File: src/rtl/wbuff_bank_loader.sv
// Control side of one weight-buffer bank: drains a weight stream into the SRAM and replays
// nb_taps words into the per-tap registers. WBUFF_LOADER_CLEAR_EN adds a clear cycle per load.
module wbuff_bank_loader #(
  parameter int unsigned nb_taps           = 11,
  parameter int unsigned buffer_depth      = 72,
  parameter int unsigned buffer_width      = 16,
  parameter int unsigned buffer_addr_width = $clog2(buffer_depth)
) (
  input  logic                         clk,
  input  logic                         rst_n,
  input  logic                         fill_start,
  input  logic [buffer_addr_width-1:0] fill_base,
  input  logic [buffer_addr_width:0]   fill_len,
  input  logic                         in_valid,
  output logic                         in_ready,
  input  logic [buffer_width-1:0]      in_data,
  output logic                         fill_busy,
  output logic                         fill_done,
  input  logic                         load_start,
  input  logic [buffer_addr_width-1:0] load_base,
  output logic                         load_busy,
  output logic                         load_done,
  output logic [buffer_addr_width-1:0] wAddr,
  output logic [buffer_addr_width-1:0] rAddr,
  output logic [buffer_width-1:0]      buffer_data_in,
  output logic                         buffer_wEn,
  output logic                         buffer_rEn,
  output logic [nb_taps-1:0]           weight_load_en,
  output logic                         clear_all_wregs
);

  localparam int unsigned AW = buffer_addr_width;
  localparam int unsigned TW = $clog2(nb_taps + 1);
  localparam logic [AW:0]   DepthLen = (AW + 1)'(buffer_depth);
  localparam logic [AW-1:0] LastAddr = AW'(buffer_depth - 1);
  localparam logic [TW-1:0] NbTaps   = TW'(nb_taps);

  typedef enum logic {WrIdle, WrFill} wr_state_e;
  typedef enum logic [1:0] {
    RdIdle,
`ifdef WBUFF_LOADER_CLEAR_EN
    RdClr,
`endif
    RdRead,
    RdDrain
  } rd_state_e;

  wr_state_e       wr_st_q;
  logic [AW-1:0]   wptr_q;
  logic [AW-1:0]   wptr_nxt;
  logic [AW:0]     remain_q;
  logic [AW:0]     len_sat;

  rd_state_e       rd_st_q;
  logic [AW-1:0]   rptr_q;
  logic [TW-1:0]   tap_cnt_q;
  logic [nb_taps-1:0] rd_tap_q;

  logic            rd_nxt_vld;
  logic [AW-1:0]   rd_nxt_addr;
  logic [AW-1:0]   rd_nxt_ptr;
  logic [TW-1:0]   rd_nxt_cnt;

  assign len_sat   = (fill_len > DepthLen) ? DepthLen : fill_len;
  assign wptr_nxt  = (wptr_q == LastAddr) ? '0 : wptr_q + 1'b1;
  assign fill_busy = (wr_st_q == WrFill);
  assign load_busy = (rd_st_q != RdIdle);

  // Read issued next cycle; a matching pending write yields to it.
  always_comb begin
    rd_nxt_vld  = 1'b0;
    rd_nxt_addr = rptr_q;
    rd_nxt_cnt  = tap_cnt_q;
    case (rd_st_q)
      RdIdle: begin
        rd_nxt_addr = load_base;
        rd_nxt_cnt  = '0;
`ifndef WBUFF_LOADER_CLEAR_EN
        rd_nxt_vld  = load_start;
`endif
      end
`ifdef WBUFF_LOADER_CLEAR_EN
      RdClr:   rd_nxt_vld = 1'b1;
`endif
      RdRead:  rd_nxt_vld = (tap_cnt_q < NbTaps);
      default: rd_nxt_vld = 1'b0;
    endcase
    rd_nxt_ptr = (rd_nxt_addr == LastAddr) ? '0 : rd_nxt_addr + 1'b1;
  end

  assign in_ready = (wr_st_q == WrFill) && !(rd_nxt_vld && (rd_nxt_addr == wptr_q));

  // Write FSM
  always_ff @(posedge clk or negedge rst_n) begin
    if (!rst_n) begin
      wr_st_q        <= WrIdle;
      wptr_q         <= '0;
      remain_q       <= '0;
      wAddr          <= '0;
      buffer_data_in <= '0;
      buffer_wEn     <= 1'b1;
      fill_done      <= 1'b0;
    end else begin
      buffer_wEn <= 1'b1;
      fill_done  <= 1'b0;
      case (wr_st_q)
        WrIdle: begin
          if (fill_start) begin
            wptr_q <= fill_base;
            if (len_sat == '0) begin
              fill_done <= 1'b1;
            end else begin
              remain_q <= len_sat;
              wr_st_q  <= WrFill;
            end
          end
        end
        WrFill: begin
          if (in_valid && in_ready) begin
            buffer_wEn     <= 1'b0;
            wAddr          <= wptr_q;
            buffer_data_in <= in_data;
            wptr_q         <= wptr_nxt;
            remain_q       <= remain_q - 1'b1;
            if (remain_q == (AW + 1)'(1)) begin
              wr_st_q   <= WrIdle;
              fill_done <= 1'b1;
            end
          end
        end
        default: wr_st_q <= WrIdle;
      endcase
    end
  end

  // Read FSM; weight_load_en trails the read by the one-cycle SRAM latency.
  always_ff @(posedge clk or negedge rst_n) begin
    if (!rst_n) begin
      rd_st_q        <= RdIdle;
      rptr_q         <= '0;
      tap_cnt_q      <= '0;
      rd_tap_q       <= '0;
      rAddr          <= '0;
      buffer_rEn     <= 1'b1;
      weight_load_en <= '0;
      load_done      <= 1'b0;
    end else begin
      buffer_rEn     <= 1'b1;
      load_done      <= 1'b0;
      weight_load_en <= buffer_rEn ? '0 : rd_tap_q;
      if (rd_nxt_vld) begin
        rAddr      <= rd_nxt_addr;
        buffer_rEn <= 1'b0;
        rd_tap_q   <= nb_taps'(1) << rd_nxt_cnt;
        tap_cnt_q  <= rd_nxt_cnt + 1'b1;
        rptr_q     <= rd_nxt_ptr;
      end
      case (rd_st_q)
        RdIdle: begin
          if (load_start) begin
`ifdef WBUFF_LOADER_CLEAR_EN
            rd_st_q   <= RdClr;
            rptr_q    <= load_base;
            tap_cnt_q <= '0;
`else
            rd_st_q   <= RdRead;
`endif
          end
        end
`ifdef WBUFF_LOADER_CLEAR_EN
        RdClr:   rd_st_q <= RdRead;
`endif
        RdRead: begin
          if (!rd_nxt_vld) rd_st_q <= RdDrain;
        end
        RdDrain: begin
          load_done <= 1'b1;
          rd_st_q   <= RdIdle;
        end
        default: rd_st_q <= RdIdle;
      endcase
    end
  end

`ifdef WBUFF_LOADER_CLEAR_EN
  always_ff @(posedge clk or negedge rst_n) begin
    if (!rst_n) begin
      clear_all_wregs <= 1'b0;
    end else begin
      clear_all_wregs <= (rd_st_q == RdIdle) && load_start;
    end
  end
`else
  assign clear_all_wregs = 1'b0;
`endif

endmodule

File: config.mk
export PLATFORM = sky130hd
export DESIGN_NAME = wbuff_bank_loader
export DESIGN_NICKNAME = d
export VERILOG_FILES = /design/src/rtl/wbuff_bank_loader.sv
export SDC_FILE = /design/constraint.sdc
export NUM_CORES = 1
export LEC_CHECK = 0
export CAP_MARGIN = 40
export CORE_MARGIN = 1
export CORE_UTILIZATION = 30
export DETAILED_ROUTE_END_ITERATION = 10
export GPL_TIMING_DRIVEN = 0
export HOLD_SLACK_MARGIN = 0.08
export PLACE_DENSITY_LB_ADDON = 0.08
export SLEW_MARGIN = 20
export SYNTH_ARGS = -nofsm -noshare
export SYNTH_HDL_FRONTEND = slang
export SYNTH_SLANG_ARGS = --single-unit
File: constraint.sdc
create_clock -name clk -period 6.4 [get_ports clk]
set_input_delay 0.96 -clock clk [delete_from_list [all_inputs] [get_ports clk]]
set_output_delay 0.96 -clock clk [all_outputs]
set_load 0.02 [all_outputs]
# == Word-level counts from Yosys, hierarchy flattened ==
# Cells that the tools add are included.
# Widths: inputs -> output; s select.
# word_totals
regBits,85
latchBits,0
ramBits,0
mem_bits_ro,0
in_bits,43
word_cells,76
mem_count,0
# classes
addsub,4
n_mul,0
div_mod_pow,0
magnitude_cmp,2
n_eq_ne,11
shifts,1
muxes,31
bitwise_logic,1
n_reduce_logical,11
# ops
cell,n
$mux 7,5
$mux 8,4
$pmux 8 s2,1
$add 7x1->7 const B,2
$eq 7x7->1 const B,2
$pmux 7 s2,1
$mux 1,12
$mux 11,1
$shl 1x4->11 const A,1
$eq 8x1->1 const B,1
$gt 8x7->1 const B,1
$logic_not 8->1,1
$ne 2x2->1 const B,4
$sub 8x1->8 const B,1
$eq 7x7->1,1
$pmux 1 s2,3
$reduce_and 2->1,3
$add 4x1->4 const B,1
$lt 4x4->1 const B,1
$mux 2,2
$mux 4,1
$pmux 2 s2,1
$logic_and 1x1->1,3
$reduce_and 3->1,1
7 further kinds,7

# == Depth between registers and ports, before layout ==
# logic_depth
word_depth,9
depth_mapped,10
ltp_nobuf,9

# == Worst setup path before layout ==
# OpenSTA, ideal clock, no wires.
# synth_path
path_type,input to output
start,input load_base[5]
end,output in_ready
arrival_time_ps,2253
required_time_ps,5440
slack_ps,3187
stages,6
n_path_buf,1
path_cell_list,or3b_2 > and2_1 > clkbuf_1 > o211ai_2 > nor3_1 > nor2_1
# synth_between
elab_chain_cells,5
# synth_lines
item,line,rtl
from (decl),20,"input logic [buffer_addr_width-1:0] load_base,"
$mux 7,74,case (rd_st_q)
$eq 7x7->1,91,assign in_ready = (wr_st_q == WrFill) && !(rd_nxt_vld && (rd_nxt_addr == wptr_q));
$logic_and 1x1->1,91,
$logic_not 1->1,91,
$logic_and 1x1->1,91,
to (decl),15,"output logic in_ready,"
# No other way between the ends.

# == Worst setup path after layout ==
# layout_path
start,input load_start
end,output in_ready
# layout_between
elab_chain_cells,4
# layout_lines
item,line,rtl
from (decl),19,"input logic load_start,"
$pmux 1 s2,74,
$logic_and 1x1->1,91,
$logic_not 1->1,91,
$logic_and 1x1->1,91,
# No other way between the ends.

==> impl_metrics.env <==
export IMPL_regToRegSetupSlack_ns=3.49
export IMPL_grt_max_degree=47
export IMPL_grt_overflow_total=0
export IMPL_power_leakage_nw=2.45
export IMPL_cpMostUsedCell="clkdlybuf4s50_1"
export IMPL_clk_path_buf_depth=2
export IMPL_start_kind="input port"
export IMPL_status="complete, no violations"
export IMPL_wl_per_cell_um=15.7
export IMPL_reg2reg_to="rptr_q[3]$_DFFE_PN0P_"
export IMPL_synth_common_cells="dfrtp_1 (83), nand2_1 (46), nor2_1 (33), mux2_2 (23), nor2b_1 (21)"
export IMPL_syn_to_final_growth_pct=35.9
export IMPL_die_area_sq_um=14400
export IMPL_fin_crit_ns=4.22
export IMPL_syn_nets=460
export IMPL_numCtsBuffers=9
export IMPL_clock_latency_ns=0.35
export IMPL_synth_distinct_cells=59
export IMPL_max_freq_mhz=237
export IMPL_worstPathMaxFanout=3
export IMPL_layout_drive_gt1_share_pct=10.9
export IMPL_clockRootBuffer="clkbuf_16"
export IMPL_synth_top_area_share_pct=49.9
export IMPL_path_cells="clkdlybuf4s50_1, or3b_1, a2111oi_2, o2111ai_1, nor3_1, nor2_1, clkdlybuf4s50_1"
export IMPL_place_area_sq_um=5320
export IMPL_grt_pass1_wl_mm=17.6
export IMPL_power_density_nw_per_um2=481
export IMPL_critPathCaptureType="output pin"
export IMPL_portBuffers=90
export IMPL_p_int_w=0.00166
export IMPL_rsz0062_at_grt="no"
export IMPL_reg2regPathDepth=10
export IMPL_ys_seq_area_share_pct=51.1
export IMPL_min_path_cells=2
export IMPL_netSwitchingPower_w=0.00106
export IMPL_cts_tree="done"
export IMPL_async_flop_share_pct=100
export IMPL_drtIter0Drc=215
export IMPL_postRouteWirelength_mm=10.8
export IMPL_swShare_pct=39.1
export IMPL_antenna_found_initial=0
export IMPL_yosysTopAreaCell="dfrtp_1"
export IMPL_slowest_stage="clkdlybuf4s50_1"
export IMPL_r2r_start="rd_st_q[0]$_DFFE_PN0P_"
export IMPL_path_class="in2out"
export IMPL_fin_skew_ns=0.0110
export IMPL_worstMarginPinSlew_ns=0.812
export IMPL_antenna_left=0
export IMPL_htreeDepth=3
export IMPL_hold_viol=0
export IMPL_arrival_ns=3.26
export IMPL_start_util_pct=31.1
export IMPL_drc=0
export IMPL_synthTopCellsByArea="dfrtp_1 (50%), mux2_2 (6.2%), nand2_1 (4.1%)"
export IMPL_dp_hpwl_mm=7.92
export IMPL_antenna_cells=0
export IMPL_finalSetupViolCount=0
export IMPL_cts_setup_buffers=0
export IMPL_drv_cap=0
export IMPL_cts_sinks=85
export IMPL_clk_pin_slew_ns=0.06
export IMPL_grt_pass1_vias=3342
export IMPL_path_delay_family="buffers and inverters"
export IMPL_pin_count=92
export IMPL_ir_drop_uv=181
export IMPL_row_count=42
export IMPL_finish_instance_area_sq_um=5660
export IMPL_synthesis_area_sq_um=4170
export IMPL_drv_slew=0
export IMPL_synth_cells=407
export IMPL_finalNetCount=562
export IMPL_vias=3357
export IMPL_ys_ff_latch=85
export IMPL_hold_class="reg2reg"
export IMPL_grt_usage_pct=16.2
export IMPL_path_buf_inv=2
export IMPL_core_sq_um=13400
export IMPL_cts_resized=0
export IMPL_slew_headroom_pct=45.4
export IMPL_worstHoldEndpoint="rd_tap_q[0]$_DFFE_PN0P_"
export IMPL_pwr_share_comb_pct=45.8
export IMPL_die_width_um=120
export IMPL_synth_warnings=0
export IMPL_worstPathRequired_ns=5.44
export IMPL_yosysMostFrequentCell="dfrtp_1"
export IMPL_place_congestion=0.804
export IMPL_synth_ff_type="dfrtp_1"
export IMPL_postSynthAreaPerCell_sq_um=10.2
export IMPL_min_from="rd_tap_q[0]$_DFFE_PN0P_"
export IMPL_synth_edf_count=0
export IMPL_period_share_pct=65.9
export IMPL_cpPeakStageDelay_ns=0.55
export IMPL_dieHeight_um=120
export IMPL_pwr_share_seq_pct=31.9
export IMPL_fin_setup_tns_ns=0
export IMPL_power_frac_clock_pct=22.3
export IMPL_hold_buffers=0
export IMPL_vias_per_cell=4.87
export IMPL_drt_pass1_iterations=4
==> cells by family after synthesis <==
group	after synthesis	share of synthesized area, %
XOR/XNOR	7	1.47
buffers and inverters	38	3.90
multiplexers	32	8.38
adder cells (fa/ha/maj)	10	3.00
other	1	0.0900
AO/OA/AOI/OAI	80	13.8
AND/OR/NAND/NOR	154	18.3
flip-flops	85	51.1
==> power by group through the flow <==
stage | logic, W | clock network, W | registers (W)
5_1_grt | 0.00139 | 0.000644 | 0.000897
2_1_floorplan | 0.000713 | 0 | 0.000957
3_5_place_dp | 0.00125 | 0 | 0.000878
6_report | 0.00125 | 0.000607 | 0.000868
3_3_place_gp | 0.00124 | 0 | 0.000875
4_1_cts | 0.00126 | 0.000626 | 0.000870
==> tightest hold or removal path, delay by kind of cell, from the launching register on <==
family	cells	cell delay [ns]
flops	1	0.33
simple gates	2	0.10
==> layer usage <==
metal	routed length, um	track usage, %	up-vias
met3	505	4.18	13
li1	-	-	1645
met5	0	0	-
met1	5040	21.1	1628
met2	5150	25.5	71
met4	144	6.33	0
==> cell usage in the layout, fill, tap and decap left out, types with 15 or more instances in the layout <==
cell type	netlist	routed
dfrtp_1	83	83
clkdlybuf4s50_1	0	89
o21ai_0	18	18
nand3_1	16	16
nor2_1	33	33
mux2_2	23	23
nor2b_1	21	21
nand2_1	46	46
inv_1	15	15
clkbuf_1	15	17
==> stage by stage <==
| step | total power [W] | setup WS, ns | cells | util [%] | hold slack, ns |
|---|---|---|---|---|---|
| finish | 0.00272 | 2.18 | 690 | 42.2 | 0.458 |
| global route | 0.00293 | 2.07 | 690 | 42.2 | 0.483 |
| global placement | 0.00212 | 1.04 | 673 | 39.4 | 0.444 |
| detailed placement | 0.00213 | 2.16 | 674 | 39.7 | 0.449 |
| CTS | 0.00276 | 2.14 | 690 | 42.2 | 0.463 |
| floorplan | 0.00167 | 3.19 | 407 | - | 0.431 |
==> cell type report <==
| type | count | area, sq um |
|---|---|---|
| Tap cell | 176 | 220 |
| Clock inverter | 4 | 97.6 |
| Fill cell | 1325 | 7740 |
| Buffer | 22 | 100 |
| Multi-Input combinational cell | 284 | 1870 |
| Sequential cell | 85 | 2130 |
| Clock buffer | 12 | 246 |
| Timing Repair Buffer | 91 | 930 |
| Inverter | 16 | 62.6 |
==> how the worst max path moves through the flow <==
stage / to / slack, ns / startpoint / cells after the start
after floorplan: in_ready / 3.19 / load_base[5] / 6
after global placement: buffer_data_in[0]$_DFFE_PN0P_ / 1.04 / rst_n / 1
after detailed placement: in_ready / 2.16 / load_start / 7
after CTS: in_ready / 2.14 / load_start / 7
after global routing: in_ready / 2.07 / load_start / 7
final: in_ready / 2.18 / load_start / 7
==> flip-flops by register name (all words and copies together) (netlist names) <==
signal,cells
buffer_data_in,16
buffer_rEn,1
buffer_wEn,1
fill_busy,1
fill_done,1
load_done,1
rAddr,7
rd_st_q,2
rd_tap_q,11
remain_q,8
rptr_q,7
tap_cnt_q,4
wAddr,7
weight_load_en,11
wptr_q,7
(Power assumes the default switching activity.)
